<file path="config.mk">
export PLATFORM = sky130hd
export DESIGN_NAME = ppu_pixmux
export DESIGN_NICKNAME = d
export VERILOG_FILES = /design/src/rtl/ppu_pixmux.sv
export SDC_FILE = /design/constraint.sdc
export NUM_CORES = 1
export LEC_CHECK = 0
export ABC_AREA = 1
export CAP_MARGIN = 10
export CORE_MARGIN = 3
export CORE_UTILIZATION = 45
export DETAILED_ROUTE_END_ITERATION = 10
export HOLD_SLACK_MARGIN = 0.08
export PLACE_DENSITY = 0.65
export SKIP_LAST_GASP = 1
export SLEW_MARGIN = 15
export SYNTH_ARGS = -nofsm -noshare
export SYNTH_HDL_FRONTEND = slang
export SYNTH_SLANG_ARGS = --single-unit
</file>
<file path="constraint.sdc">
create_clock -name clk -period 1.34 [get_ports clk]
set_input_delay 0.134 -clock clk [delete_from_list [all_inputs] [get_ports clk]]
set_output_delay 0.134 -clock clk [all_outputs]
set_load 0.01 [all_outputs]
</file>
<file path="src/rtl/ppu_pixmux.sv">
// PPU final pixel stage: bg/sprite merge, sprite-0 hit, 32x6 palette RAM with $2007 access.
// Optional: PPU_PIXMUX_EMPH_EN widens pixel to 9 bits with the emphasis bits in the top.
module ppu_pixmux (
    input  logic       clk,
    input  logic       reset,
    input  logic       tick,
    input  logic [8:0] ppux,
    input  logic [8:0] ppuy,
    input  logic [3:0] bgpix,
    input  logic [3:0] sprpix,
    input  logic       sprpri,
    input  logic       sprzero,
    input  logic [7:0] ppumask,
    input  logic       upalacc,
    input  logic [4:0] upaladdr,
    input  logic [7:0] regwdata,
    input  logic       wr2007,
    input  logic       rd2007,
    output logic [5:0] paldata,
`ifdef PPU_PIXMUX_EMPH_EN
    output logic [8:0] pixel,
`else
    output logic [5:0] pixel,
`endif
    output logic       pixvalid,
    output logic       sprite0hit
);

    localparam int unsigned PAL_DEPTH = 32;
    localparam int unsigned COL_W     = 6;
    localparam int unsigned IDX_W     = 5;

    // Sprite palette backdrop entries alias the background ones.
    function automatic logic [IDX_W-1:0] pal_mirror(input logic [IDX_W-1:0] a);
        return (a[4] && (a[1:0] == 2'b00)) ? {1'b0, a[3:0]} : a;
    endfunction

    logic [COL_W-1:0] pal [PAL_DEPTH];

    logic             in_win;
    logic             left8;
    logic             last_col;
    logic             bg_op;
    logic             spr_op;
    logic             force_bd;
    logic [IDX_W-1:0] idx_c;
    logic [COL_W-1:0] col_c;
    logic             s0_set;
    logic             s0_clr;

    logic [IDX_W-1:0] idx1;
    logic             v1;

    assign in_win   = (ppuy <= 9'd239) && (ppux >= 9'd2) && (ppux <= 9'd257);
    assign left8    = (ppux < 9'd10);
    assign last_col = (ppux == 9'd257);
    assign force_bd = !ppumask[3] && !ppumask[4] && upalacc;

    // Stage-1 opacity and priority selection.
    always_comb begin
        bg_op  = ppumask[3] && (bgpix[1:0] != 2'b00) && !(left8 && !ppumask[1]);
        spr_op = ppumask[4] && (sprpix[1:0] != 2'b00) && !(left8 && !ppumask[2]);
        idx_c  = 5'h00;
        if (force_bd)
            idx_c = upaladdr;
        else if (bg_op && spr_op)
            idx_c = sprpri ? {1'b0, bgpix} : {1'b1, sprpix};
        else if (bg_op)
            idx_c = {1'b0, bgpix};
        else if (spr_op)
            idx_c = {1'b1, sprpix};
    end

    assign col_c  = pal[pal_mirror(idx1)] & (ppumask[0] ? 6'h30 : 6'h3f);
    assign s0_set = in_win && bg_op && spr_op && sprzero && !last_col;
    assign s0_clr = (ppuy == 9'd261) && (ppux == 9'd1);

    // Palette storage has no reset; a same-tick render lookup sees the old entry.
    always_ff @(posedge clk) begin
        if (tick && wr2007 && upalacc)
            pal[pal_mirror(upaladdr)] <= regwdata[5:0];
    end

    always_ff @(posedge clk or negedge reset) begin
        if (!reset) begin
            idx1       <= '0;
            v1         <= 1'b0;
            pixel      <= '0;
            pixvalid   <= 1'b0;
            sprite0hit <= 1'b0;
            paldata    <= '0;
        end else if (tick) begin
            v1       <= in_win;
            if (in_win)
                idx1 <= idx_c;
            pixvalid <= v1;
            if (v1)
`ifdef PPU_PIXMUX_EMPH_EN
                pixel <= {ppumask[7:5], col_c};
`else
                pixel <= col_c;
`endif
            if (s0_clr)
                sprite0hit <= 1'b0;
            else if (s0_set)
                sprite0hit <= 1'b1;
            if (rd2007 && upalacc)
                paldata <= pal[pal_mirror(upaladdr)];
        end
    end

`ifdef PPU_PIXMUX_EMPH_EN
    logic unused_bits;
    assign unused_bits = ^regwdata[7:6];
`else
    logic unused_bits;
    assign unused_bits = ^{regwdata[7:6], ppumask[7:5]};
`endif

endmodule
</file>
==> out/results.ini, run 1 <==
[timing]
whs_ns=0.166
worst_pin_slew_ns=0.528
finalHoldViolCount=0
fin_crit_sh_pct=131
setup_viol=12
worst_slack_ns=-0.414
relSlewSlack_pct=64.7
clock_skew_ns=0.00930
period_needed_ns=1.75
rsz0062_at_grt=true
fmax_ghz=0.570
slew_violations=0
final.setup.tns_ns=-2.37

[outcome]
outcome=finished with violations
violations=setup timing

[clocking]
htree_levels=1
cts.sinks=212
cts_buffers=23
cts_max_path_buffers=3
cts_tree=built
clk_latency_ns=0.52
clk_pin_slew_ns=0.06
cts_root_buffer=clkbuf_16

[final_layout]
layout_commonest_cell=nand2_1
nNetsFinal=1342
drive_gt1_share_pct=19.1
final_area_mm2=0.0135
area_delta_synth_final_pct=30.8
fin_cells=1584
final_cell_mix=248 x nand2_1, 192 x edfxtp_1, 108 x o21ai_0
n_antenna_cell=0
final_util_pct=61.0

[setup_path]
cp.required_ns=1.75
start_kind=flop
crit_fanout=15
crit_type=reg2reg
worst_setup_path_end_kind=flop
arrival_ns=2.16

[yosys]
synth_seq_cells=212
netlist_area_mm2=0.0103
ys_warn_count=0
yosysSeqAreaShare_pct=60.7
synth.distinct_cells=26
syn_area_per_cell_um2=9.38
syn_inst=1101

[grt]
grt_pass1_vias=8586
antenna_found_initial=0
grt_pass1_wl_um=48700
grt_max_degree=50
grt_usage_pct=25.9
grt_overflow=0

[placement]
io_buffers=63
place.gp.congestion=0.942
dpl_cell_area_mm2=0.0123
hpwl_um=21900
numPlacedInstances=1535

[pwr]
p_leak_nw=5.30
p_int_mw=12.8
switching_share_pct=28.8
switchingPower_mw=5.17
power_frac_comb_pct=22.6
p_clk_share_pct=35.1
vdd_drop_max_v=0.000814
sequentialPowerShare_pct=42.3
power.density_mw_per_mm2=1330

[floorplanning]
die_h_um=158
num_rows=54
io_pins=69
initial_utilization_pct=46.6
core_area_mm2=0.0222
dieWidth_um=158
dieArea_mm2=0.0248

[routing]
first_pass_iters=6
wirelength_um=32700
wire_per_inst_um=20.7
ant_nets=0
vias=9033
drtIter0Drc=1139
drc=0
vias_per_cell=5.70

[hold_path]
hp-class=in2reg

[run]
cap_viol_max_count=0

sequential cells by signal, indices dropped and copies added (netlist names):
register / count
pal: 192
paldata: 6
pixel: 6
idx1: 5
pixvalid: 1
sprite0hit: 1
v1: 1
power groups by stage:
stage / Combinational, mW / Sequential (mW) / Clock (mW)
finish: 4.06 / 7.60 / 6.32
global route: 4.36 / 7.61 / 6.66
CTS: 3.90 / 7.59 / 6.38
detailed placement: 3.56 / 7.72 / 0
global placement: 3.53 / 7.71 / 0
floorplan: 1.92 / 7.71 / 0
path summary, 6_finish.rpt:
check | from | to | slack, ns | depth (start not counted)
max | idx1[0]$_DFFE_PN0P_ | pixel[0]$_DFFE_PN0P_ | -0.41 | 8
min | upaladdr[0] | idx1[0]$_DFFE_PN0P_ | 0.17 | 5
max reg2reg | idx1[0]$_DFFE_PN0P_ | pixel[0]$_DFFE_PN0P_ | -0.41 | 8
min reg2reg | pixvalid$_DFFE_PN0P_ | pixvalid$_DFFE_PN0P_ | 0.47 | 2
max in group asynchronous | reset | idx1[0]$_DFFE_PN0P_ | 0.56 | 3
min in group asynchronous | reset | pixel[1]$_DFFE_PN0P_ | 0.53 | 3
synthesized netlist by cell type:
library cell | number | area (µm²)
dfrtp_1 | 20 | 500
nor3_2 | 3 | 30.0
a21oi_1 | 45 | 225
buf_1 | 7 | 26.3
o211ai_1 | 45 | 338
a21oi_2 | 1 | 8.76
a21boi_1 | 5 | 37.5
edfxtp_1 | 192 | 5770
nand4_1 | 12 | 75.1
a21boi_0 | 1 | 7.51
nand2_1 | 256 | 961
clkbuf_1 | 23 | 86.3
a22oi_1 | 5 | 37.5
o21ai_2 | 1 | 8.76
conb_1 | 1 | 3.75
inv_2 | 4 | 15.0
o21ai_0 | 135 | 676
nor2_2 | 1 | 6.26
inv_1 | 91 | 342
nor3_1 | 1 | 5.00
o2111ai_1 | 12 | 105
nand3_1 | 89 | 445
nor2_1 | 114 | 428
or2_2 | 6 | 37.5
buf_2 | 29 | 145
nor4_1 | 2 | 12.5
routing by layer:
| metal | share of wire [%] | track usage, % |
|---|---|---|
| met1 | 43 | 37.3 |
| met2 | 45 | 40.5 |
| met3 | 9.1 | 3.93 |
| met4 | 2.7 | 8.35 |
| met5 | 0 | 0 |
worst max-delay path: stages (launching register included):
cell and delay (ns):
dfrtp_4 0.54, clkinv_8 0.13, bufbuf_16 0.31, o21ai_0 0.15
o211ai_1 0.14, nand3_1 0.13, nand3_2 0.10, nand3_4 0.10
nand2_1 0.05
metrics by stage:
step                      setup slack [ns]  power (mW)
after floorplan                    -0.0945        9.63
after global placement              -0.726        11.2
after detailed placement            -0.743        11.3
after CTS                           -0.351        17.9
after global routing                -0.470        18.6
final                               -0.414        18.0
final cells by class:
type	count	area, µm²
Tap cell	280	350
Timing Repair Buffer	197	1990
Inverter	95	369
Sequential cell	212	6270
Clock buffer	23	576
Multi-Input combinational cell	758	3780
Clock inverter	19	183
Fill cell	1818	8650
cells by family (layout without fill, tap and decap cells):
kind of cell	count (synthesis)	count (layout)	share of synthesized area, %
AO/OA/AOI/OAI	250	250	14.0
buffers and inverters	154	334	5.95
flip-flops	212	212	60.7
other	1	24	0.0363
AND/OR/NAND/NOR	484	484	19.4
timing repair:
item	CTS	global route
buffers inserted	1	1
resized for setup	80	57
hold buffers	1	0
endpoints found under the hold margin	20	0
gates cloned	4	0
endpoints found under the setup margin	197	95
pin swaps	13	13
Power figures use the tool's default switching activity.
==> run 2, diff against run 1 <==
--- a/config.mk
+++ b/config.mk
@@ -11,7 +11,7 @@
 export CORE_UTILIZATION = 45
 export DETAILED_ROUTE_END_ITERATION = 10
 export HOLD_SLACK_MARGIN = 0.08
-export PLACE_DENSITY = 0.65
+export PLACE_DENSITY = 0.66
 export SKIP_LAST_GASP = 1
 export SLEW_MARGIN = 15
 export SYNTH_ARGS = -nofsm -noshare
==> run 2 against run 1 <==
The run still ends with setup timing left; non-clock buffer count increased by 15; design area increased by 2.4%; first-iteration DRC count increased by 9.5%; clock skew increased by 0.0022 ns; critical endpoint unchanged; largest cell class unchanged; highest routed layer unchanged.
==> out/results.ini, run 2 (synthesis results as in run 1) <==
[outcome]
outcome=finished with violations
violations=setup timing

[timing]
setup_viol=6  ; -6
period_needed_ns=1.74  ; -0.0146 ns
worst_slack_ns=-0.399  ; +0.0146 ns
finalHoldViolCount=0  ; unchanged
slew_violations=0  ; unchanged
fin_crit_sh_pct=130  ; -1.1 points
whs_ns=0.135  ; -0.0316 ns
clock_skew_ns=0.0115  ; +0.00218 ns
rsz0062_at_grt=true
fmax_ghz=0.575  ; +0.84%

[setup_path]
start_kind=flop
arrival_ns=2.15  ; about the same
cp.required_ns=1.75  ; about the same
crit_type=reg2reg
crit_fanout=6  ; -9
worst_setup_path_end_kind=flop

[final_layout]
layout_commonest_cell=nand2_1
area_delta_synth_final_pct=33.9
largest_reg_flops=192  ; unchanged
final_cell_mix=244 x nand2_1, 192 x edfxtp_1, 108 x buf_4
regMostFlops=pal
biggestRegsByFlops=pal x192, paldata x6, pixel x6
nNetsFinal=1357  ; +1.1%
fin_cells=1599  ; +0.95%
drive_gt1_share_pct=22.2  ; +3.1 points
n_antenna_cell=0  ; unchanged

[pwr]
sequentialPowerShare_pct=40.8  ; -1.5 points
power_frac_comb_pct=23.6  ; +1.0 points
vdd_drop_max_v=0.000801  ; -1.6%
p_clk_share_pct=35.6  ; +0.5 points
switching_share_pct=28.7  ; -0.045 points
p_int_mw=13.3  ; +3.5%
p_leak_nw=5.44  ; +2.6%
switchingPower_mw=5.34  ; +3.2%
power.density_mw_per_mm2=1340  ; +1.0%

[floorplanning]
initial_utilization_pct=46.6  ; unchanged
core_area_mm2=0.0222  ; unchanged
dieArea_mm2=0.0248  ; unchanged
dieWidth_um=158  ; unchanged
io_pins=69  ; unchanged
num_rows=54  ; unchanged
die_h_um=158  ; unchanged

[routing]
vias=9115  ; +0.91%
wire_per_inst_um=20.5  ; -0.94%
drc=0  ; unchanged
drtIter0Drc=1247  ; +9.5%
ant_nets=0  ; unchanged
first_pass_iters=6  ; unchanged
vias_per_cell=5.70  ; about the same
wirelength_um=32700  ; about the same

[clocking]
cts_buffers=23  ; unchanged
cts_tree=built
cts.sinks=212  ; unchanged
cts_max_path_buffers=3  ; unchanged
cts_root_buffer=clkbuf_16
clk_pin_slew_ns=0.06  ; about the same
clk_latency_ns=0.51  ; about the same
htree_levels=1  ; unchanged

[grt]
grt_pass1_vias=8700  ; +1.3%
grt_usage_pct=25.9  ; about the same
grt_max_degree=33  ; -34%
antenna_found_initial=0  ; unchanged
grt_overflow=0  ; unchanged
grt_pass1_wl_um=48900  ; +0.31%

[run]
cap_viol_max_count=0  ; unchanged

[placement]
io_buffers=63  ; unchanged
numPlacedInstances=1548  ; +0.85%
place.gp.congestion=0.949  ; +0.69%
hpwl_um=22100  ; +0.96%

[hold_path]
hp-class=in2reg

[run 2: cell types whose count changed in the layout (fill, tap and decap cells not counted), moves of 6 or more]
cell / change
buf_4: +6
inv_2: +6
o21ai_1: +7
o21ai_0: -9
nand3_2: +7
inv_1: -6
nand3_1: -6
[run 2: timing repair]
item | 4_1_cts | 5_1_grt
endpoints found under the hold margin | 20 | 1
resized for setup | 67 | 113
pin swaps | 6 | 47
gates cloned | 3 | 2
hold buffers | 1 | 1
endpoints found under the setup margin | 198 | 137
buffers inserted | 1 | 1
[run 2: path summary, 6_finish.rpt]
kind / end / cells past startpoint / startpoint / slack [ns]
min reg2reg: pixel[3]$_DFFE_PN0P_ / 2 / pixel[3]$_DFFE_PN0P_ / 0.48
min in group asynchronous: paldata[5]$_DFFE_PN0P_ / 3 / reset / 0.53
max in group asynchronous: idx1[0]$_DFFE_PN0P_ / 3 / reset / 0.56
max reg2reg: pixel[0]$_DFFE_PN0P_ / 10 / idx1[0]$_DFFE_PN0P_ / -0.40
max: pixel[0]$_DFFE_PN0P_ / 10 / idx1[0]$_DFFE_PN0P_ / -0.40
min: idx1[0]$_DFFE_PN0P_ / 5 / upaladdr[0] / 0.13
[run 2: per-layer routing]
layer / vias to the layer above / wire, µm / GRT usage, %
met3: 90 / 3420 / 4.89
met4: 0 / 1010 / 8.93
met2: 531 / 14800 / 41.4
met1: 4289 / 13500 / 35.7
li1: 4205 / - / -
met5: - / 0 / 0
[run 2: final cells by class]
class | count | area, µm²
Sequential cell | 212 | 6270
Tap cell | 280 | 350
Inverter | 95 | 364
Timing Repair Buffer | 212 | 2200
Fill cell | 1804 | 8330
Clock buffer | 23 | 576
Clock inverter | 19 | 223
Multi-Input combinational cell | 758 | 3850
[run 2: metrics by stage]
step / TNS [ns] / total power, mW / setup slack, ns / area (µm²) / utilization [%]
after floorplan: -11.89 / 9.63 / -0.0945 / 10500 / -
after global placement: -119.32 / 11.4 / -0.771 / 12500 / 56.4
after detailed placement: -121.87 / 11.5 / -0.801 / 12500 / 56.4
after CTS: -2.04 / 18.3 / -0.351 / 13500 / 61.0
after global routing: -2.66 / 19.3 / -0.473 / 13800 / 62.4
final: -2.27 / 18.6 / -0.399 / 13800 / 62.4
[run 2: critical path: stages, from the launching register on]
cell and delay (ns):
dfrtp_4 0.56, buf_6 0.15, clkbuf_16 0.14, o211ai_1 0.19, nand2_1 0.08, nand2_1 0.07
nand3_2 0.11, nand2_2 0.11, nand2_2 0.08, nand3_2 0.08, nand2_1 0.05
[run 2: power groups by stage]
stage | Clock [mW] | Combinational (mW) | Sequential [mW]
after floorplan | 0 | 1.92 | 7.71
after global placement | 0 | 3.72 | 7.70
after detailed placement | 0 | 3.76 | 7.70
after CTS | 6.69 | 3.99 | 7.58
after global routing | 6.98 | 4.70 | 7.60
final | 6.61 | 4.39 | 7.59
==> run 3, diff against run 2 <==
--- a/config.mk
+++ b/config.mk
@@ -11,7 +11,7 @@
 export CORE_UTILIZATION = 45
 export DETAILED_ROUTE_END_ITERATION = 10
 export HOLD_SLACK_MARGIN = 0.08
-export PLACE_DENSITY = 0.66
+export PLACE_DENSITY_LB_ADDON = 0.05
 export SKIP_LAST_GASP = 1
 export SLEW_MARGIN = 15
 export SYNTH_ARGS = -nofsm -noshare
==> run 3 against run 2 <==
The flow still finishes with violations (setup timing); clock-buffer cell count increased by 4; power increased by 3.1%; critical path depth unchanged; global-route usage increased by 1.5 points; sequential share of layout area decreased by 0.13 points; utilization increased by 0.18 points; hold slack got worse by 0.082 ns; design area increased by 0.28%; die area unchanged; non-clock buffer count increased by 11.
==> out/results.ini, run 3 (synthesis results as in run 1) <==
[outcome]
outcome=finished with violations
violations=setup timing

[clocking]
clk_latency_ns=0.53  ; +0.02 ns
clk_pin_slew_ns=0.06  ; about the same
cts_buffers=25  ; +8.7%
cts.sinks=212  ; unchanged
cts_root_buffer=clkbuf_16
cts_max_path_buffers=3  ; unchanged
htree_levels=1  ; unchanged
cts_tree=built

[setup_path]
worst_setup_path_end_kind=flop
start_kind=flop
cp.required_ns=1.77  ; +0.02 ns
arrival_ns=2.17  ; +0.02 ns
crit_fanout=8  ; +2
crit_type=reg2reg

[final_layout]
layout_commonest_cell=nand2_1
biggestRegsByFlops=pal x192, paldata x6, pixel x6
final_cell_mix=244 x nand2_1, 192 x edfxtp_1, 122 x buf_4
regMostFlops=pal
n_antenna_cell=0  ; unchanged
area_delta_synth_final_pct=34.3
nNetsFinal=1370  ; +0.96%
fin_cells=1613  ; +0.88%
drive_gt1_share_pct=21.8  ; -0.46 points
largest_reg_flops=192  ; unchanged

[routing]
vias_per_cell=5.67  ; -0.59%
vias=9141  ; +0.29%
first_pass_iters=5  ; -1
drc=0  ; unchanged
wire_per_inst_um=22.0  ; +7.4%
wirelength_um=35400  ; +8.3%
drtIter0Drc=1089  ; -13%
ant_nets=0  ; unchanged

[timing]
fmax_ghz=0.574  ; -0.25%
rsz0062_at_grt=true
period_needed_ns=1.74  ; +0.00439 ns
fin_crit_sh_pct=130  ; +0.33 points
final.setup.tns_ns=-2.28  ; -0.0110 ns
finalHoldViolCount=0  ; unchanged
clock_skew_ns=0.0190  ; +0.00756 ns
worst_slack_ns=-0.403  ; -0.00439 ns
setup_viol=6  ; unchanged
whs_ns=0.0531  ; -0.0817 ns
slew_violations=0  ; unchanged

[grt]
grt_usage_pct=27.3  ; +1.5 points
use_met2_pct=42.3  ; +0.92 points
grtUsageMet3_pct=4.37  ; -0.52 points
grt_max_degree=64  ; +94%
grt_pass1_vias=8616  ; -0.97%
grt.busiest_layer=met2
antenna_found_initial=0  ; unchanged
grtUsageMet1_pct=40.9  ; +5.1 points
grt_overflow=0  ; unchanged
grt_pass1_wl_um=51100  ; +4.5%

[pwr]
p_leak_nw=5.51  ; +1.3%
power.density_mw_per_mm2=1380  ; +2.9%
vdd_drop_max_v=0.000983  ; +23%

[placement]
place.gp.congestion=0.988  ; +4.2%
hpwl_um=23700  ; +7.3%
io_buffers=63  ; unchanged
numPlacedInstances=1554  ; +0.39%

[floorplanning]
dieWidth_um=158  ; unchanged
die_h_um=158  ; unchanged
io_pins=69  ; unchanged
dieArea_mm2=0.0248  ; unchanged
initial_utilization_pct=46.6  ; unchanged
core_area_mm2=0.0222  ; unchanged
num_rows=54  ; unchanged

[run]
cap_viol_max_count=0  ; unchanged

[hold_path]
hp-class=in2reg

==> run 3: cell count changes in the layout (fill, tap and decap cells not counted), sizes merged, moves of 2 or more <==
cell           change
clkbuf             +8
clkinv             +2
clkdlybuf4s15      -4
clkinvlp           -2
inv                -2
buf               +13
==> run 3: worst paths after layout <==
kind | startpoint | to | slack (ns) | cells after the start
min | upaladdr[4] | idx1[4]$_DFFE_PN0P_ | 0.05 | 3
min in group asynchronous | reset | pixel[3]$_DFFE_PN0P_ | 0.53 | 3
max in group asynchronous | reset | idx1[0]$_DFFE_PN0P_ | 0.54 | 3
max | idx1[0]$_DFFE_PN0P_ | pixel[1]$_DFFE_PN0P_ | -0.40 | 10
max reg2reg | idx1[0]$_DFFE_PN0P_ | pixel[1]$_DFFE_PN0P_ | -0.40 | 10
min reg2reg | pixvalid$_DFFE_PN0P_ | pixvalid$_DFFE_PN0P_ | 0.48 | 2
==> run 3: cell type report <==
type / count / area (µm²)
Fill cell: 1888 / 8290
Sequential cell: 212 / 6270
Multi-Input combinational cell: 758 / 3780
Inverter: 95 / 372
Timing Repair Buffer: 223 / 2220
Tap cell: 280 / 350
Clock inverter: 18 / 238
Clock buffer: 27 / 633
==> run 3: repair_timing <==
| action | in CTS | in global routing |
|---|---|---|
| hold buffers | 1 | 0 |
| buffers inserted | 0 | 5 |
| endpoints found under the hold margin | 20 | 0 |
| cloned | 0 | 8 |
| setup endpoints to repair | 194 | 127 |
| pin swaps | 1 | 35 |
| gates resized for setup | 40 | 113 |
==> run 3: per-layer routing <==
layer  wire length [µm]  vias up
li1                   -     4244
met1              15500     4326
met2              15600      497
met3               3280       74
met4               1010        0
met5                  0        -
==> run 3: worst max-delay path: stages (launching register included) <==
cell and delay (ns):
dfrtp_4 0.57, buf_8 0.18, clkbuf_16 0.17, o211ai_1 0.17
nand2_1 0.08, nand2_1 0.08, nand3_2 0.12, nand2_2 0.10
nand2_2 0.06, nand3_2 0.08, nand2_1 0.05
==> run 3: power breakdown <==
group	switching, mW	internal, mW	total, mW	leakage (nW)
Clock	2.76	4.40	7.16	0.424
Sequential	0.165	7.44	7.61	1.99
Combinational	2.62	1.78	4.41	3.10
Total	5.55	13.6	19.2	5.51
==> run 3: per-stage QoR <==
step | total power [mW] | setup WS [ns] | instance area, µm² | util (%)
2_1_floorplan | 9.63 | -0.0945 | 10500 | -
6_report | 19.2 | -0.403 | 13900 | 62.6
5_1_grt | 19.9 | -0.467 | 13900 | 62.6
3_3_place_gp | 11.5 | -0.717 | 12500 | 56.5
4_1_cts | 18.5 | -0.370 | 13400 | 60.5
3_5_place_dp | 11.5 | -0.735 | 12500 | 56.5
